[src/rtl/nexys_starship_pkg.sv]
// Shared definitions for the multi-lane starship monster controller.
//   - Global game states (one-hot INIT/PLAY/OVER) as localparams and an enum.
//   - Lane states EMPTY/FULL.
//   - Width helpers for lane indices and lane counts.
package nexys_starship_pkg;

  localparam logic [2:0] ST_INIT = 3'b001;
  localparam logic [2:0] ST_PLAY = 3'b010;
  localparam logic [2:0] ST_OVER = 3'b100;

  typedef enum logic [2:0] {
    S_INIT = ST_INIT,
    S_PLAY = ST_PLAY,
    S_OVER = ST_OVER
  } game_state_e;

  typedef enum logic {
    EMPTY = 1'b0,
    FULL  = 1'b1
  } lane_state_e;

  // Width needed to hold a lane index; a single lane still gets one bit.
  function automatic int idx_w(input int n);
    return (n > 1) ? $clog2(n) : 1;
  endfunction

  // Width needed to hold a count of 0..n lanes.
  function automatic int cnt_w(input int n);
    return $clog2(n + 1);
  endfunction

endpackage

[src/rtl/nexys_starship_lane.sv]
// One monster lane: EMPTY/FULL state machine plus a saturating survival timer.
// Ports:
//   clk_i, rst_ni  : clock, synchronous active-low reset
//   advance_i      : lane may change state this cycle (game in PLAY)
//   clear_i        : force EMPTY and timer 0 (game entering/staying in INIT)
//   grant_i        : admission granted for a spawn into this lane
//   kill_i         : monster destroyed (only honoured while FULL)
//   tick_i         : timer tick enable
//   full_o         : registered FULL flag
//   full_nxt_o     : FULL flag that will be loaded at the next edge
//   expired_o      : lane is FULL and its timer has reached TIMEOUT
module nexys_starship_lane
  import nexys_starship_pkg::*;
#(
  parameter int TMR_W   = 8,
  parameter int TIMEOUT = 6
) (
  input  logic clk_i,
  input  logic rst_ni,
  input  logic advance_i,
  input  logic clear_i,
  input  logic grant_i,
  input  logic kill_i,
  input  logic tick_i,
  output logic full_o,
  output logic full_nxt_o,
  output logic expired_o
);

  localparam logic [TMR_W-1:0] TMO = TMR_W'(TIMEOUT);

  lane_state_e      state_q, state_d;
  logic [TMR_W-1:0] tmr_q, tmr_d;

  // Next-state and timer logic; a kill always wins over a tick.
  always_comb begin
    state_d = state_q;
    tmr_d   = tmr_q;
    if (clear_i) begin
      state_d = EMPTY;
      tmr_d   = '0;
    end else if (advance_i) begin
      case (state_q)
        EMPTY: begin
          if (grant_i) begin
            state_d = FULL;
            tmr_d   = '0;
          end else begin
            state_d = EMPTY;
          end
        end
        FULL: begin
          if (kill_i) begin
            state_d = EMPTY;
            tmr_d   = '0;
          end else if (tick_i && (tmr_q < TMO)) begin
            tmr_d = tmr_q + {{(TMR_W-1){1'b0}}, 1'b1};
          end else begin
            tmr_d = tmr_q;
          end
        end
        default: begin
          state_d = EMPTY;
          tmr_d   = '0;
        end
      endcase
    end else begin
      state_d = state_q;
    end
  end

  // Lane state and timer registers.
  always_ff @(posedge clk_i) begin
    if (!rst_ni) begin
      state_q <= EMPTY;
      tmr_q   <= '0;
    end else begin
      state_q <= state_d;
      tmr_q   <= tmr_d;
    end
  end

  assign full_o     = (state_q == FULL);
  assign full_nxt_o = (state_d == FULL);
  assign expired_o  = (state_q == FULL) && (tmr_q == TMO);

endmodule

[src/rtl/nexys_starship_monsters.sv]
// Multi-lane monster controller: global INIT/PLAY/OVER game FSM, NUM_CH lanes
// with survival timers, ascending-priority spawn admission, fail lane capture.
// Optional feature macro: NS_SCORE_EN adds a saturating 16-bit kill score.
// Ports:
//   clk_i, rst_ni        : clock, synchronous active-low reset
//   timer_tick_i         : one-cycle timer tick enable
//   play_flag_i          : start request (level)
//   gameover_ctrl_i      : external force-gameover (level)
//   spawn_i, kill_i      : per-lane spawn request / kill pulse
//   q_init_o/q_play_o/q_over_o : one-hot global state
//   monster_o            : lane FULL flags
//   gameover_o           : registered game-over flag
//   active_cnt_o         : number of FULL lanes
//   fail_ch_o            : lowest lane that timed out (valid in OVER)
//   score_o              : kill count (NS_SCORE_EN only)
module nexys_starship_monsters
  import nexys_starship_pkg::*;
#(
  parameter int NUM_CH     = 4,
  parameter int TMR_W      = 8,
  parameter int TIMEOUT    = 6,
  parameter int MAX_ACTIVE = NUM_CH,
  localparam int CNT_W     = cnt_w(NUM_CH),
  localparam int FCH_W     = idx_w(NUM_CH)
) (
  input  logic              clk_i,
  input  logic              rst_ni,
  input  logic              timer_tick_i,
  input  logic              play_flag_i,
  input  logic              gameover_ctrl_i,
  input  logic [NUM_CH-1:0] spawn_i,
  input  logic [NUM_CH-1:0] kill_i,
  output logic              q_init_o,
  output logic              q_play_o,
  output logic              q_over_o,
  output logic [NUM_CH-1:0] monster_o,
  output logic              gameover_o,
  output logic [CNT_W-1:0]  active_cnt_o,
  output logic [FCH_W-1:0]  fail_ch_o
`ifdef NS_SCORE_EN
  ,
  output logic [15:0]       score_o
`endif
);

  game_state_e       state_q, state_d;
  logic              gameover_q, gameover_d;
  logic [CNT_W-1:0]  active_cnt_q, active_cnt_d;
  logic [FCH_W-1:0]  fail_ch_q, fail_ch_d, fail_idx_s;
  logic [NUM_CH-1:0] full_s, full_nxt_s, expired_s, grant_s;
  logic              advance_s, clear_s, any_exp_s;

  assign any_exp_s = |expired_s;
  assign advance_s = (state_q == S_PLAY);
  // Lanes are cleared on every edge that leaves the game in INIT.
  assign clear_s   = (state_d == S_INIT);

  // Global game FSM next state.
  always_comb begin
    state_d = state_q;
    case (state_q)
      S_INIT:  state_d = play_flag_i ? S_PLAY : S_INIT;
      S_PLAY:  state_d = (any_exp_s || gameover_ctrl_i) ? S_OVER : S_PLAY;
      S_OVER:  state_d = play_flag_i ? S_OVER : S_INIT;
      default: state_d = S_INIT;
    endcase
  end

  // Admission: grant spawns in ascending lane order while slots remain.
  // Slots come from the registered count, so same-cycle kills free nothing.
  always_comb begin
    int slots;
    grant_s = '0;
    slots   = int'(active_cnt_q);
    for (int i = 0; i < NUM_CH; i++) begin
      grant_s[i] = spawn_i[i] && !full_s[i] && (slots < MAX_ACTIVE);
      slots      = slots + int'(grant_s[i]);
    end
  end

  // Lowest expired lane index (scan from the top so the lowest wins).
  always_comb begin
    fail_idx_s = '0;
    for (int i = NUM_CH - 1; i >= 0; i--) begin
      fail_idx_s = expired_s[i] ? FCH_W'(i) : fail_idx_s;
    end
  end

  // Derived next values: lane count, game-over flag, fail lane capture.
  always_comb begin
    active_cnt_d = '0;
    for (int i = 0; i < NUM_CH; i++) begin
      active_cnt_d = active_cnt_d + CNT_W'(full_nxt_s[i]);
    end
    gameover_d = (state_d == S_OVER);
    if ((state_q == S_PLAY) && (state_d == S_OVER)) begin
      fail_ch_d = any_exp_s ? fail_idx_s : '0;
    end else begin
      fail_ch_d = fail_ch_q;
    end
  end

  // Global registers.
  always_ff @(posedge clk_i) begin
    if (!rst_ni) begin
      state_q      <= S_INIT;
      gameover_q   <= 1'b0;
      active_cnt_q <= '0;
      fail_ch_q    <= '0;
    end else begin
      state_q      <= state_d;
      gameover_q   <= gameover_d;
      active_cnt_q <= active_cnt_d;
      fail_ch_q    <= fail_ch_d;
    end
  end

  for (genvar g = 0; g < NUM_CH; g++) begin : g_lane
    nexys_starship_lane #(
      .TMR_W  (TMR_W),
      .TIMEOUT(TIMEOUT)
    ) u_lane (
      .clk_i     (clk_i),
      .rst_ni    (rst_ni),
      .advance_i (advance_s),
      .clear_i   (clear_s),
      .grant_i   (grant_s[g]),
      .kill_i    (kill_i[g]),
      .tick_i    (timer_tick_i),
      .full_o    (full_s[g]),
      .full_nxt_o(full_nxt_s[g]),
      .expired_o (expired_s[g])
    );
  end

`ifdef NS_SCORE_EN
  logic [15:0]      score_q, score_d;
  logic [CNT_W-1:0] kill_cnt_s;
  logic [16:0]      score_sum_s;

  // Score: add every accepted kill this cycle, saturate, clear in INIT.
  always_comb begin
    kill_cnt_s = '0;
    for (int i = 0; i < NUM_CH; i++) begin
      kill_cnt_s = kill_cnt_s + CNT_W'(kill_i[i] & full_s[i]);
    end
    score_sum_s = {1'b0, score_q} + 17'(kill_cnt_s);
    if (clear_s) begin
      score_d = 16'h0000;
    end else if (advance_s) begin
      score_d = score_sum_s[16] ? 16'hFFFF : score_sum_s[15:0];
    end else begin
      score_d = score_q;
    end
  end

  // Score register.
  always_ff @(posedge clk_i) begin
    if (!rst_ni) begin
      score_q <= 16'h0000;
    end else begin
      score_q <= score_d;
    end
  end

  assign score_o = score_q;
`endif

  assign q_init_o     = (state_q == S_INIT);
  assign q_play_o     = (state_q == S_PLAY);
  assign q_over_o     = (state_q == S_OVER);
  assign monster_o    = full_s;
  assign gameover_o   = gameover_q;
  assign active_cnt_o = active_cnt_q;
  assign fail_ch_o    = fail_ch_q;

endmodule

[config.mk]
export PLATFORM = sky130hd
export DESIGN_NAME = nexys_starship_monsters
export DESIGN_NICKNAME = d
export VERILOG_FILES = /design/src/rtl/nexys_starship_pkg.sv /design/src/rtl/nexys_starship_lane.sv /design/src/rtl/nexys_starship_monsters.sv
export SDC_FILE = /design/constraint.sdc
export NUM_CORES = 1
export LEC_CHECK = 0
export ABC_AREA = 1
export CAP_MARGIN = 20
export CORE_MARGIN = 4
export CORE_UTILIZATION = 50
export DETAILED_ROUTE_END_ITERATION = 8
export PLACE_DENSITY = 0.73
export RECOVER_POWER = 100
export SLEW_MARGIN = 20
export SYNTH_ARGS = -nofsm -noshare
export SYNTH_HDL_FRONTEND = slang
export SYNTH_SLANG_ARGS = --single-unit
[constraint.sdc]
create_clock -name clk_i -period 4.35 [get_ports clk_i]
set_input_delay 0.6525 -clock clk_i [delete_from_list [all_inputs] [get_ports clk_i]]
set_output_delay 0.6525 -clock clk_i [all_outputs]
set_load 0.01 [all_outputs]
Word-level counts from Yosys, hierarchy flattened
Index checks and enable logic that the tools add are counted.

$add $sub $neg: 10. Magnitude comparators: 8. Equality and inequality tests: 17. Mux-type cells: 45. Bitwise operators: 5. Reductions and logical operators: 28.

Operator list (number): $mux W8 (12); $pmux W8 S2 (4); $add A8 B1 Y8 const B (4); $eq A8 B3 Y1 const B (4); $lt A8 B3 Y1 const B (4); $logic_and A1 B1 Y1 (17); $mux W1 (16); $mux W2 (6); $ne A3 B3 Y1 const B (4); $reduce_and A3 Y1 (4); $pmux W3 S3 (1); $ne A2 B1 Y1 const B (4); $pmux W1 S2 (4); $add A5 B1 Y6 (1); $eq A3 B1 Y1 const B (2); $eq A3 B3 Y1 const B (2); $lt A6 B3 Y1 const B (1); $mux W3 (2); $add A4 B1 Y5 (1); $lt A5 B3 Y1 const B (1); $not A1 Y1 (5); $add A3 B1 Y4 (1); $logic_not A1 Y1 (4); $lt A4 B3 Y1 const B (1); other kinds (8) (8).

Register bits after elaboration: 45. Input bits: 13. Logic and storage cells: 125.

Logic depth before layout (Yosys ltp)
Depth in word-level cells: 17. Depth in mapped cells: 25. Mapped depth without buffers: 25.

By module
From an unflattened synthesis, not the netlist that was laid out.

Cells, all modules: 369. Area total of the unflattened synthesis: 2547.4 µm².

By module, submodules not included: nexys_starship_lane (instances 4, cells an instance 67, area each 474.2 µm²); nexys_starship_monsters (instances 1, cells an instance 101, area each 650.6 µm²).

Worst setup path before layout
Ideal clock, no wire load.

Kind: input port to flip-flop. Start point: in spawn_i[0]. End point: reg active_cnt_q[1], in the netlist active_cnt_o[1]. Library setup time: 0.109 ns. Data arrival time: 3.542 ns. Required time: 4.241 ns. Slack: 0.700 ns. Stages: 25. Path through: inv_1 > nor3_1 > ha_1 > ha_1 > inv_1 > nand2_1 > nand2_2 > nor2_1 > nand3_1 > inv_1 > ha_1 > ha_1 > nand2_1 > nand2_1 > inv_2 > nor2_4 > o211ai_2 > nor2_1 > o21bai_1 > inv_1 > fa_1 > ha_1 > ha_1 > nand2_1 > inv_1.

Longest elaborated chain between the ends: 16.

RTL lines: start, declared (RTL line nexys_starship_monsters.sv:31) `input logic [NUM_CH-1:0] spawn_i,`; $logic_and A1 B1 Y1 * (2 in series) (RTL line nexys_starship_monsters.sv:76) `grant_s[i] = spawn_i[i] && !full_s[i] && (slots < MAX_ACTIVE);`; $add A3 B1 Y4 * (RTL line nexys_starship_monsters.sv:77) `slots = slots + int'(grant_s[i]);`; $lt A4 B3 Y1 (RTL line nexys_starship_monsters.sv:76); $logic_and A1 B1 Y1 (RTL line nexys_starship_monsters.sv:76); $add A4 B1 Y5 * (RTL line nexys_starship_monsters.sv:77); $lt A5 B3 Y1 (RTL line nexys_starship_monsters.sv:76); $logic_and A1 B1 Y1 (RTL line nexys_starship_monsters.sv:76); $add A5 B1 Y6 * (RTL line nexys_starship_monsters.sv:77); $lt A6 B3 Y1 * (RTL line nexys_starship_monsters.sv:76); $logic_and A1 B1 Y1 * (RTL line nexys_starship_monsters.sv:76); $mux W1 * (RTL line nexys_starship_lane.sv:45) `if (grant_i) begin`; $pmux W1 S2 * (RTL line nexys_starship_lane.sv:43) `case (state_q)`; $mux W1 * (RTL line nexys_starship_lane.sv:42) `end else if (advance_i) begin`; $mux W1 * (RTL line nexys_starship_lane.sv:39) `if (clear_i) begin`; named net g_lane[3].u_lane.full_nxt_o (RTL line nexys_starship_lane.sv:26) `output logic full_nxt_o,`; $add A3 B1 Y3 * (RTL line nexys_starship_monsters.sv:93) `active_cnt_d = active_cnt_d + CNT_W'(full_nxt_s[i]);`; named net active_cnt_d[1] (RTL line nexys_starship_monsters.sv:48) `logic [CNT_W-1:0] active_cnt_q, active_cnt_d;`; end signal, assigned (RTL line nexys_starship_monsters.sv:113) `active_cnt_q <= active_cnt_d;`; end, declared (RTL line nexys_starship_monsters.sv:48).

The timed path passes the listed nets; every way through them passes the cells marked *. A chain may end at the register's enable or synchronous reset.

Worst setup path in the final report
Same ends and word-level chain as after synthesis.

==> impl_metrics.ini <==
[run_status]
status = completed

[synthesis]
synth_enable_flop_cells = 0
synth_mux_area_share_pct = 0
synth_simple_gate_area_share_pct = 34.6
synthAdderAreaFrac_pct = 8.11
synth_area_sq_um = 2410
synthCells = 316
syn_nets = 344
synth_compound_area_share_pct = 8.01
synth_xor_area_share_pct = 0
avgSynthCellArea_sq_um = 7.61
ys_seq_area_share_pct = 37.4
ys_ff_latch = 45
yosysWarningCount = 0
async_reset_ff_share_pct = 0
synth_top_family_by_area = simple AND/OR/NAND/NOR gates
synthDistinctLibCells = 30
ys.flop_type = dfxtp_1

[floorplanning]
rows = 24
start_util_pct = 53.4
chipWidth_um = 77.4
dieArea_sq_um = 5990
core_area_sq_um = 4500
io_pins = 26
die_h_um = 77.4

[route]
wl_per_cell_um = 12.2
drc = 0
drt-met1-wl_mm = 2.31
drt_iter0_markers = 122
ant_nets = 0
wl_met3_um = 237
num_vias = 2041
drt-pass1-iter-count = 4
route.met2.wl_mm = 2.20
top_layer = met4
viasPerCell = 5.19
wl_mm = 4.81

[min_path]
hp-class = flop to flop
hold_start = g_lane[2].u_lane.tmr_q[7]
min_to = g_lane[2].u_lane.tmr_q[7]
hold-path-cell-count = 2

[clock_network]
cts_tree = done
postCtsSetupBuffers = 0
ctsHoldBuffers = 0
clock_sinks = 45
cts_inserted_buffers = 5
insertion_delay_ns = 0.30
cts_root_buf = clkbuf_8
cts-resized-gates = 0
clk_pin_slew_ns = 0.08
cts_max_level = 2
clk_path_buf_depth = 2

[layout]
drive_gt1_share_pct = 9.97
postLayoutCoreUtil_pct = 59.3
synthToLayoutAreaGrowth_pct = 11.1
layout_commonest_cell = nand2_1
antenna_cells = 0
finalNonFillerCells = 393
design_area_sq_um = 2670
final_cell_mix = nand2_1 (64), inv_1 (49), dfxtp_1 (45), nor2_1 (36), a21oi_1 (18)
nets = 369

[setup_path]
crit_fanout = 3
r2r_cells = 23
crit_arrival_ns = 4.24
worstSetupPathType = input port to flop
reg2reg_slack_ns = 0.72
start_kind = input port
required_ns = 4.55
timing.rr.end = active_cnt_o[1]
rr_startpoint = active_cnt_o[2]
crit_path_end_kind = flop

[sta]
whs_ns = 0.439
finClkSkew_ns = 0.00585
finalCritPeriodShare_pct = 92.9
fmax_mhz = 248
hold_violations = 0
finalSetupViolCount = 0
report.final.slew_viol_count = 0
rsz0062_at_grt = no
slew_headroom_pct = 18.3
min_period_ns = 4.04
worst-slew-pin-transition_ns = 1.22

[power_and_ir_drop]
leakagePower_uw = 0.00113
ir_drop_v = 0.000164
p_switching_uw = 175
sw_frac_of_total_pct = 23.6
clockPowerShare_pct = 35.3
internal_power_uw = 565
power_density_nw_per_um2 = 277
pwr-share-comb_pct = 8.3
seq_power_share_pct = 56.4

[grt]
grt_pass1_wl_mm = 8.46
grt_pass1_vias = 1865
antenna_found_initial = 0
grt_start_max_net_pins = 32
grt_util_all_layers_pct = 17.2
grt_remaining_overflow = 0

[placement]
dp_hpwl_mm = 3.56
placed_cells = 386
place_area_sq_um = 2680
place.gp.congestion = 0.842
io_buffers = 25

[run]
drv_cap = 0
[cells in the mapped netlist, types with 6 or more instances]
cell / number / area share [%]
ha_1: 14 / 7.3
nand2_2: 10 / 2.6
dfxtp_1: 45 / 37
nand4_1: 11 / 2.9
nand3_1: 11 / 2.3
a21oi_1: 15 / 3.1
nor3_1: 8 / 1.7
nand2_1: 57 / 8.9
inv_1: 47 / 7.3
nor2_1: 36 / 5.6
nor3_2: 17 / 7.1
inv_2: 6 / 0.94
[critical path, stage by stage]
cell	delay, ns
clkdlybuf4s50_1	0.46
inv_1	0.04
nor3_1	0.20
ha_1	0.22
ha_1	0.18
inv_1	0.04
nand2_1	0.07
nand2_1	0.08
nor2_1	0.09
nand3_1	0.10
inv_1	0.10
ha_1	0.20
ha_1	0.19
nand3_1	0.09
nand2_1	0.12
nor2_4	0.04
o211ai_2	0.07
nor2_1	0.06
o21bai_1	0.16
inv_1	0.07
fa_1	0.44
ha_1	0.19
ha_1	0.27
nand2_1	0.07
inv_1	0.04
[logic make-up (layout without fill, tap and decap cells)]
logic type | after synthesis | count (layout)
flops | 45 | 45
fa+ha+maj | 15 | 15
simple gates | 159 | 159
compound gates | 32 | 32
buf+inv | 65 | 90
[registers in the layout, indices dropped and copies added, names as in the netlist]
register              flops
fail_ch_o                 2
g_lane.u_lane.tmr_q      32
g_lane.u_lane.full_o      4
active_cnt_o              3
gameover_o                1
state_q                   3
[worst max path at each step]
stage                from              end  slack, ns  depth (start not counted)
2_1_floorplan  spawn_i[0]  active_cnt_o[1]       0.70                         25
3_3_place_gp   spawn_i[0]  active_cnt_o[1]       0.16                         26
3_5_place_dp   spawn_i[0]  active_cnt_o[1]     -0.002                         25
4_1_cts        spawn_i[0]  active_cnt_o[1]       0.27                         26
5_1_grt        spawn_i[0]  active_cnt_o[1]       0.03                         26
6_report       spawn_i[0]  active_cnt_o[1]       0.31                         25
[cell type report]
| cell class | instances | area [sq um] |
|---|---|---|
| fill | 455 | 1830 |
| multi-input combinational | 206 | 1140 |
| sequential | 45 | 901 |
| timing repair buffer | 26 | 258 |
| inverter | 57 | 223 |
| clock buffer | 7 | 86.3 |
| tap | 52 | 65.1 |
[routing by layer]
metal | up-vias | track usage (%)
met4 | 0 | 5.87
met2 | 38 | 27.4
met3 | 7 | 3.36
met5 | - | 0
li1 | 1058 | -
met1 | 938 | 23.5
[power groups by stage]
stage	Combinational [uW]	Sequential [uW]	Clock, uW
floorplan	40.6	427	0
global placement	66.7	427	0
detailed placement	67.0	427	0
CTS	67.4	417	268
global route	68.9	417	286
finish	61.5	417	261
[through the flow]
stage                     total power [uW]  setup WS [ns]  setup TNS [ns]
final                                  739          0.310               0
after global routing                   772         0.0344               0
after CTS                              752          0.273               0
after detailed placement               494       -0.00183        -0.00183
after global placement                 493          0.158               0
after floorplan                        467          0.700               0
Power figures use the tool's default switching activity.
